===== src/rtl/pipeline_pkg.sv =====
// rtl/pipeline_pkg.sv - shared fetch FSM encoding, reset PC and instruction size
package pipeline_pkg;

    typedef enum logic [1:0] {
        BOOT  = 2'd0,
        FETCH = 2'd1,
        DRAIN = 2'd2
    } fetchState_t;

    localparam logic [31:0] RESET_PC_DEFAULT = 32'h0000_0000;
    localparam logic [31:0] INSTR_BYTES      = 32'd4;

endpackage


===== src/rtl/boot_timer.sv =====
// rtl/boot_timer.sv - counts idle cycles after reset release; done holds once reached
module boot_timer #(
    parameter int BOOT_CYCLES = 4
) (
    input  logic clk,
    input  logic rst,
    input  logic en,
    output logic done
);

    localparam logic [3:0] LAST = 4'(BOOT_CYCLES - 1);

    logic [3:0] count;

    // done is asserted during the final idle cycle so the FSM leaves BOOT on that edge
    assign done = (count >= LAST);

    always_ff @(posedge clk or negedge rst) begin
        if (!rst) begin
            count <= 4'd0;
        end else if (en && !done) begin
            count <= count + 4'd1;
        end
    end

endmodule


===== src/rtl/fetch_ctrl.sv =====
// rtl/fetch_ctrl.sv - PC sequencing and Fetch/Decode/Execute stall/flush control
module fetch_ctrl
    import pipeline_pkg::*;
#(
    parameter logic [31:0] RESET_PC    = RESET_PC_DEFAULT,
    parameter int          BOOT_CYCLES = 4
) (
    input  logic        clk,
    input  logic        rst,
    input  logic        PCSrcE,
    input  logic [31:0] PCTargetE,
    input  logic        LoadUseHazard,
    input  logic        imem_ack,
    output logic        imem_req,
    output logic [31:0] PCF,
    output logic        StallF,
    output logic        StallD,
    output logic        FlushD,
    output logic        FlushE
);

    fetchState_t state, nextState;
    logic [31:0] pcReg, nextPc;
    logic [31:0] pendingPc, nextPending;
    logic        bootDone;

    boot_timer #(.BOOT_CYCLES(BOOT_CYCLES)) bootTimer (
        .clk  (clk),
        .rst  (rst),
        .en   (state == BOOT),
        .done (bootDone)
    );

    assign PCF = pcReg;

    always_ff @(posedge clk or negedge rst) begin
        if (!rst) begin
            state     <= BOOT;
            pcReg     <= RESET_PC;
            pendingPc <= 32'h0;
        end else begin
            state     <= nextState;
            pcReg     <= nextPc;
            pendingPc <= nextPending;
        end
    end

    always_comb begin
        nextState   = state;
        nextPc      = pcReg;
        nextPending = pendingPc;
        imem_req    = 1'b1;
        StallF      = 1'b0;
        StallD      = 1'b0;
        FlushD      = 1'b0;
        FlushE      = 1'b0;
        unique case (state)
            BOOT: begin
                imem_req = 1'b0;
                StallF   = 1'b1;
                FlushD   = 1'b1;
                FlushE   = 1'b1;
                if (bootDone) nextState = FETCH;
            end
            FETCH: begin
                if (PCSrcE) begin
                    FlushD = 1'b1;
                    FlushE = 1'b1;
                    if (imem_ack) begin
                        nextPc = PCTargetE;
                    end else begin
                        StallF      = 1'b1;
                        nextPending = PCTargetE;
                        nextState   = DRAIN;
                    end
                end else if (LoadUseHazard) begin
                    StallF = 1'b1;
                    StallD = 1'b1;
                    FlushE = 1'b1;
                end else if (imem_ack) begin
                    nextPc = pcReg + INSTR_BYTES;
                end else begin
                    StallF = 1'b1;
                    FlushD = 1'b1;
                end
            end
            DRAIN: begin
                // the in-flight fetch belongs to the squashed path, so Decode always gets a bubble
                FlushD = 1'b1;
                FlushE = PCSrcE | LoadUseHazard;
                StallF = ~imem_ack;
                if (PCSrcE) nextPending = PCTargetE;
                if (imem_ack) begin
                    nextPc    = PCSrcE ? PCTargetE : pendingPc;
                    nextState = FETCH;
                end
            end
            default: begin
                nextState = BOOT;
            end
        endcase
    end

endmodule


===== config.mk =====
export PLATFORM = sky130hd
export DESIGN_NAME = fetch_ctrl
export DESIGN_NICKNAME = d
export VERILOG_FILES = /design/src/rtl/pipeline_pkg.sv /design/src/rtl/boot_timer.sv /design/src/rtl/fetch_ctrl.sv
export SDC_FILE = /design/constraint.sdc
export NUM_CORES = 1
export LEC_CHECK = 0
export BUFFER_PORTS_ARGS = -buffer_cell sky130_fd_sc_hd__buf_2
export CORE_ASPECT_RATIO = 1.75
export CORE_MARGIN = 2
export CORE_UTILIZATION = 60
export CTS_CLUSTER_SIZE = 16
export DETAILED_ROUTE_END_ITERATION = 16
export GPL_TIMING_DRIVEN = 0
export MAX_ROUTING_LAYER = met4
export PLACE_DENSITY = 0.88
export SLEW_MARGIN = 25
export SYNTH_ARGS = -nofsm -noshare
export SYNTH_HDL_FRONTEND = slang
export SYNTH_SLANG_ARGS = --single-unit

===== constraint.sdc =====
create_clock -name clk -period 5.41 [get_ports clk]
set_clock_uncertainty 0.2 [all_clocks]
set_input_delay 0.541 -clock clk [delete_from_list [all_inputs] [get_ports clk]]
set_output_delay 0.541 -clock clk [all_outputs]
set_load 0.01 [all_outputs]

==> results of run 1 <==
[power by group through the flow]
stage / clock network, mW / logic (mW) / registers [mW]
final: 0.332 / 1.05 / 1.03
after global routing: 0.352 / 1.16 / 1.05
after CTS: 0.331 / 1.05 / 1.01
after detailed placement: 0 / 1.04 / 1.02
after global placement: 0 / 0.991 / 0.996
after floorplan: 0 / 0.646 / 1.01
[placed cells by master, fill, tap and decap left out, types with 5 or more instances in the layout]
cell / instances
mux2_2: 33
inv_1: 8
a22oi_1: 15
clkbuf_1: 15
a31oi_1: 10
ha_1: 6
o21ai_0: 50
nor2_1: 29
a21oi_1: 16
nor3_1: 8
dfrtp_1: 70
clkbuf_8: 9
nor4_1: 6
nand4_1: 8
nand3_1: 8
mux2i_1: 5
a221oi_1: 6
nand2_1: 32
buf_2: 75
[what timing repair did]
action                    4_1_cts  5_1_grt
gates resized for setup         0        0
hold endpoints to repair       19        0
hold buffers                    1        0
[metal layers]
metal  part of all wire (%)  routed length (um)  track usage [%]  vias to the layer above
met5                      0                   0                -                        -
met4                    3.2                 357             15.2                        0
met3                    5.7                 624             5.63                       36
met2                     54                5980             60.3                      179
met1                     37                4070             37.8                     1794
li1                       -                   -                -                     1623
[logic make-up after synthesis]
kind of cell / after synthesis / synth area share [%]
adders and majority gates: 6 / 1.96
and+or+nand+nor: 111 / 15.5
AOI/OAI and AO/OA: 127 / 21.3
muxes: 38 / 11.0
buffers and inverters: 32 / 4.05
xor gates and xnor gates: 2 / 0.457
DFF: 70 / 45.7
[critical path, stage by stage, from the launching register on]
cell      delay (ns)
dfrtp_1         0.41
inv_1           0.10
ha_1            0.26
clkbuf_1        0.43
clkbuf_1        0.44
nor2_1          0.14
a21oi_1         0.16
buf_2           0.15
[cell type report]
type                       count  area share, %
buffer                        24           2.80
inverter                       8          0.673
multi-input combinational    284           43.1
timing repair buffer          74           8.97
sequential                    70           39.2
clock buffer                  11           2.94
tap                           80           2.24
[worst min-delay path by stage]
stage	to	cells after the start	start
4_1_cts	pendingPc[4]$_DFFE_PN0P_	2	PCTargetE[4]
3_5_place_dp	pendingPc[0]$_DFFE_PN0P_	1	rst
6_report	pendingPc[23]$_DFFE_PN0P_	2	PCTargetE[23]
5_1_grt	pendingPc[20]$_DFFE_PN0P_	2	PCTargetE[20]
2_1_floorplan	PCF[0]$_DFFE_PN0P_	0	rst
3_3_place_gp	bootTimer.count[2]$_DFFE_PN0P_	1	bootTimer.count[2]$_DFFE_PN0P_
[state kept, by name (all words and copies together) (netlist names)]
signal,cells
PCF,32
pendingPc,32
bootTimer.count,4
state,2
[through the flow]
step	area, um2	total power [mW]	utilization [%]	cells
2_1_floorplan	3830	1.65	-	386
3_5_place_dp	4320	2.05	69.9	539
6_report	4460	2.41	72.2	551
5_1_grt	4460	2.56	72.2	551
4_1_cts	4460	2.39	72.2	551
3_3_place_gp	4290	1.99	69.5	538
==> impl_metrics.ini, run 1 <==
[timing]
slew_headroom_pct = 40.1
post-route-period-util_pct = 58.8
max_freq_mhz = 315
tightest_slew_ns = 0.892
setup_viol = 0
holdWs_ns = 0.233
fin_ws_ns = 2.23
rsz0062_at_grt = false
post-route-min-period_ns = 3.18
drv_slew = 0
hold_viol_final = 0
setup_tns_ns = 0

[floorplan]
start_util_pct = 62.0
die_w_um = 64.4
core-area_um2 = 6180
die_area_um2 = 7070
boundaryPins = 74
row_count = 38
die_h_um = 110

[logic_synthesis]
ys_ff_latch = 70
synthesis.nets = 429
synth_async_sr_flop_share_pct = 100
ys_seq_area_share_pct = 45.7
synth_cell_type_count = 52
yosysWarningCount = 0
synth-main-ff-cell = dfrtp_1
syn_inst = 386
synthTopCellsByArea = dfrtp_1 46%, mux2_2 9.7%, o21ai_0 6.5%
synth-edff-count = 0
synth_top_cell_by_area = dfrtp_1
syn-cell-area_um2 = 3830
synth.most_common_cell = dfrtp_1
ys_top_cells_by_count = 70 x dfrtp_1, 50 x o21ai_0, 33 x mux2_2
syn_area_per_cell_um2 = 9.93
yosysTopAreaCellShare_pct = 45.7

[drt]
viasPerCell = 6.59
drc = 0
wl_per_cell_um = 20.0
vias = 3632
routed_wl_um = 11000
drtIter0Drc = 385
ant_nets = 0
firstDrtPassIters = 5

[placed_design]
finalWeightedCongestion = 0.911
hpwl_um = 7770
dp_slack_ns = 2.59
port_buffers = 72

[worst_setup_path]
criticalPathCategory = flop to output pin
cp-end-kind = output pin
arrival_ns = 2.44
reg2reg_to = PCF[23]$_DFFE_PN0P_
crit_start = state[0]$_DFFE_PN0P_
reg2reg_depth = 7
start_kind = flop
regToRegSetupSlack_ns = 2.50
crit_fanout = 10
cp.required_ns = 4.67
r2r-start = state[1]$_DFFE_PN0P_
crit_end = FlushD

[clocking]
clkLatencyLatePin_ns = 0.36
clk_pin_slew_ns = 0.07
h-tree-depth = 3
post_cts_buffers = 0
cts-root-buf = clkbuf_8
numClockSinks = 70
cts_tree = built
cts_buffers = 9
clk_path_buf_depth = 2

[pwr]
power.internal_mw = 1.38
p_clk_share_pct = 13.7
sw_frac_of_total_pct = 42.6
pwr-share-seq_pct = 42.5
combPwrFrac_pct = 43.7
p_leak_nw = 1.92
power.density_nw_per_um2 = 540
irDropWorstVdd_mv = 0.304
p_sw_mw = 1.03

[final_layout]
multi_input_area_um2 = 1930
fill_cells = 470
n_antenna_cell = 0
regArea_um2 = 1750
area_delta_synth_final_pct = 16.5
final_nets = 514
drive_gt1_share_pct = 28.5

[flow_run]
drv_cap = 0

[grt]
grt_first_pass_wirelength_um = 17800
grt_pass1_vias = 3610
antenna_found_initial = 0
grt_max_degree = 52
overflow = 0
grt_usage_pct = 34.2

[min_path]
holdCritPathClass = input pin to flop

[run_status]
outcome = finished, final reports clean
Note: power is estimated with default switching activity, not from simulation.
==> inputs of run 2 (changes only) <==
- CORE_UTILIZATION: 60 -> 56
- PLACE_DENSITY: 0.88 -> 0.83
- clock period: 5.41 -> 3.3 ns (I/O delays scaled with it)
==> impl_metrics.ini, run 2 (same netlist as run 1, synthesis figures left out) <==
[timing]
post-route-period-util_pct = 89.3
tightest_slew_ns = 0.876
post-route-min-period_ns = 2.95
setup_tns_ns = 0
drv_slew = 0
rsz0062_at_grt = false
hold_viol_final = 0
slew_headroom_pct = 41.1
max_freq_mhz = 339
setup_viol = 0

[final_layout]
n_antenna_cell = 0
drive_gt1_share_pct = 28.8
final_nets = 514
mostFrequentLayoutCell = buf_2
layout_common_cells = 75 x buf_2, 70 x dfrtp_1, 50 x o21ai_0
fill_cells = 536
post-route-util_pct = 69.9
area_delta_synth_final_pct = 20.1

[grt]
grt_usage_pct = 31.9
overflow = 0
grt_max_degree = 53
antenna_found_initial = 0
grt_pass1_vias = 3595
grt_first_pass_wirelength_um = 17600

[run_status]
outcome = finished, final reports clean

[placed_design]
port_buffers = 72
finalWeightedCongestion = 0.941
hpwl_um = 7740

[drt]
vias = 3563
firstDrtPassIters = 5
drc = 0
viasPerCell = 6.40
drtIter0Drc = 404
ant_nets = 0
wl_per_cell_um = 19.5
routed_wl_um = 10900

[min_path]
holdCritPathClass = input pin to flop
worstHoldStart = PCTargetE[0]
hold_end = pendingPc[0]$_DFFE_PN0P_
holdPathStages = 2

[floorplan]
core-area_um2 = 6590
boundaryPins = 74
die_area_um2 = 7550
row_count = 39
die_h_um = 113
die_w_um = 66.5
start_util_pct = 58.2

[clocking]
clk_path_buf_depth = 2
cts_buffers = 9
h-tree-depth = 3
clkLatencyLatePin_ns = 0.34
clk_pin_slew_ns = 0.05
cts-root-buf = clkbuf_16
post_cts_resized = 0
cts_tree = built
numClockSinks = 70
post_cts_buffers = 0

[worst_setup_path]
crit_fanout = 10
r2r-start = state[1]$_DFFE_PN0P_
criticalPathCategory = flop to flop
reg2reg_depth = 7
arrival_ns = 2.94
cp.required_ns = 3.29
start_kind = flop
slowest_delay_ns = 0.72
critPathSlowestCell = nor3_1
reg2reg_to = PCF[11]$_DFFE_PN0P_
cp-end-kind = flop
path_cells = inv_1 > ha_1 > and3b_1 > nor3_1 > clkbuf_1 > o21ai_0 > o2bb2ai_1
regToRegSetupSlack_ns = 0.35

[pwr]
total_power_mw = 4.27
irDropWorstVdd_mv = 0.634
p_leak_nw = 1.99
power.density_nw_per_um2 = 927

[flow_run]
drv_cap = 0
run 2: cell types whose count changed in the layout (fill, tap and decap cells not counted), sizes merged:
| cell | delta |
|---|---|
| clkbuf | +3 |
| clkinv | +1 |
run 2: critical path: cells and delay by family (launching register included):
| kind | cells | cell delay, ns |
|---|---|---|
| AO/OA/AOI/OAI | 2 | 0.37 |
| adder cells (fa/ha/maj) | 1 | 0.28 |
| buffers and inverters | 2 | 0.56 |
| flip-flops | 1 | 0.42 |
| AND/OR/NAND/NOR | 2 | 0.97 |
run 2: how the worst max path moves through the flow:
stage                              start             endpoint  slack (ns)  cells after the start
finish              state[1]$_DFFE_PN0P_  PCF[11]$_DFFE_PN0P_        0.35                      7
global route        state[0]$_DFFE_PN0P_               FlushD        0.15                      7
CTS                 state[0]$_DFFE_PN0P_               FlushD        0.41                      7
detailed placement  state[1]$_DFFE_PN0P_  PCF[11]$_DFFE_PN0P_        0.45                      7
global placement    state[1]$_DFFE_PN0P_  PCF[11]$_DFFE_PN0P_        0.55                      7
floorplan           state[1]$_DFFE_PN0P_  PCF[27]$_DFFE_PN0P_        1.03                      7
run 2: final cells by class:
class	instances	area [um2]	area share, %
multi-input combinational	284	1930	41.8
clock inverter	1	5.00	0.109
timing repair buffer	74	400	8.70
sequential	70	1750	38.0
clock buffer	14	264	5.73
tap	82	103	2.23
buffer	24	125	2.72
inverter	8	30.0	0.652
run 2: stage by stage:
stage                     std cells  area (um2)  worst slack, ns  hold WS (ns)
final                           557        4600            0.353        0.0395
after detailed placement        541        4330            0.447        0.0313
after global routing            557        4600            0.152        0.0448
after global placement          540        4300            0.548         0.241
after CTS                       557        4600            0.408        0.0384
after floorplan                 386        3830             1.03        -0.166
run 2: repair_timing:
item,CTS,global route
hold buffers,1,0
hold endpoints to repair,18,0
setup endpoints to repair,0,0
run 2: power by group:
| group | total [mW] | switching, mW | internal [mW] | leakage [nW] |
|---|---|---|---|---|
| registers | 1.67 | 0.409 | 1.26 | 0.840 |
| clock network | 0.883 | 0.339 | 0.544 | 0.133 |
| logic | 1.71 | 0.959 | 0.753 | 1.01 |
| total | 4.27 | 1.71 | 2.56 | 1.99 |
run 2: metal layers:
metal	GRT usage, %	vias up	wire length (um)
met4	15.8	0	378
met3	6.02	43	570
met5	-	-	0
li1	-	1625	-
met1	36.4	1723	4130
met2	52.9	172	5780
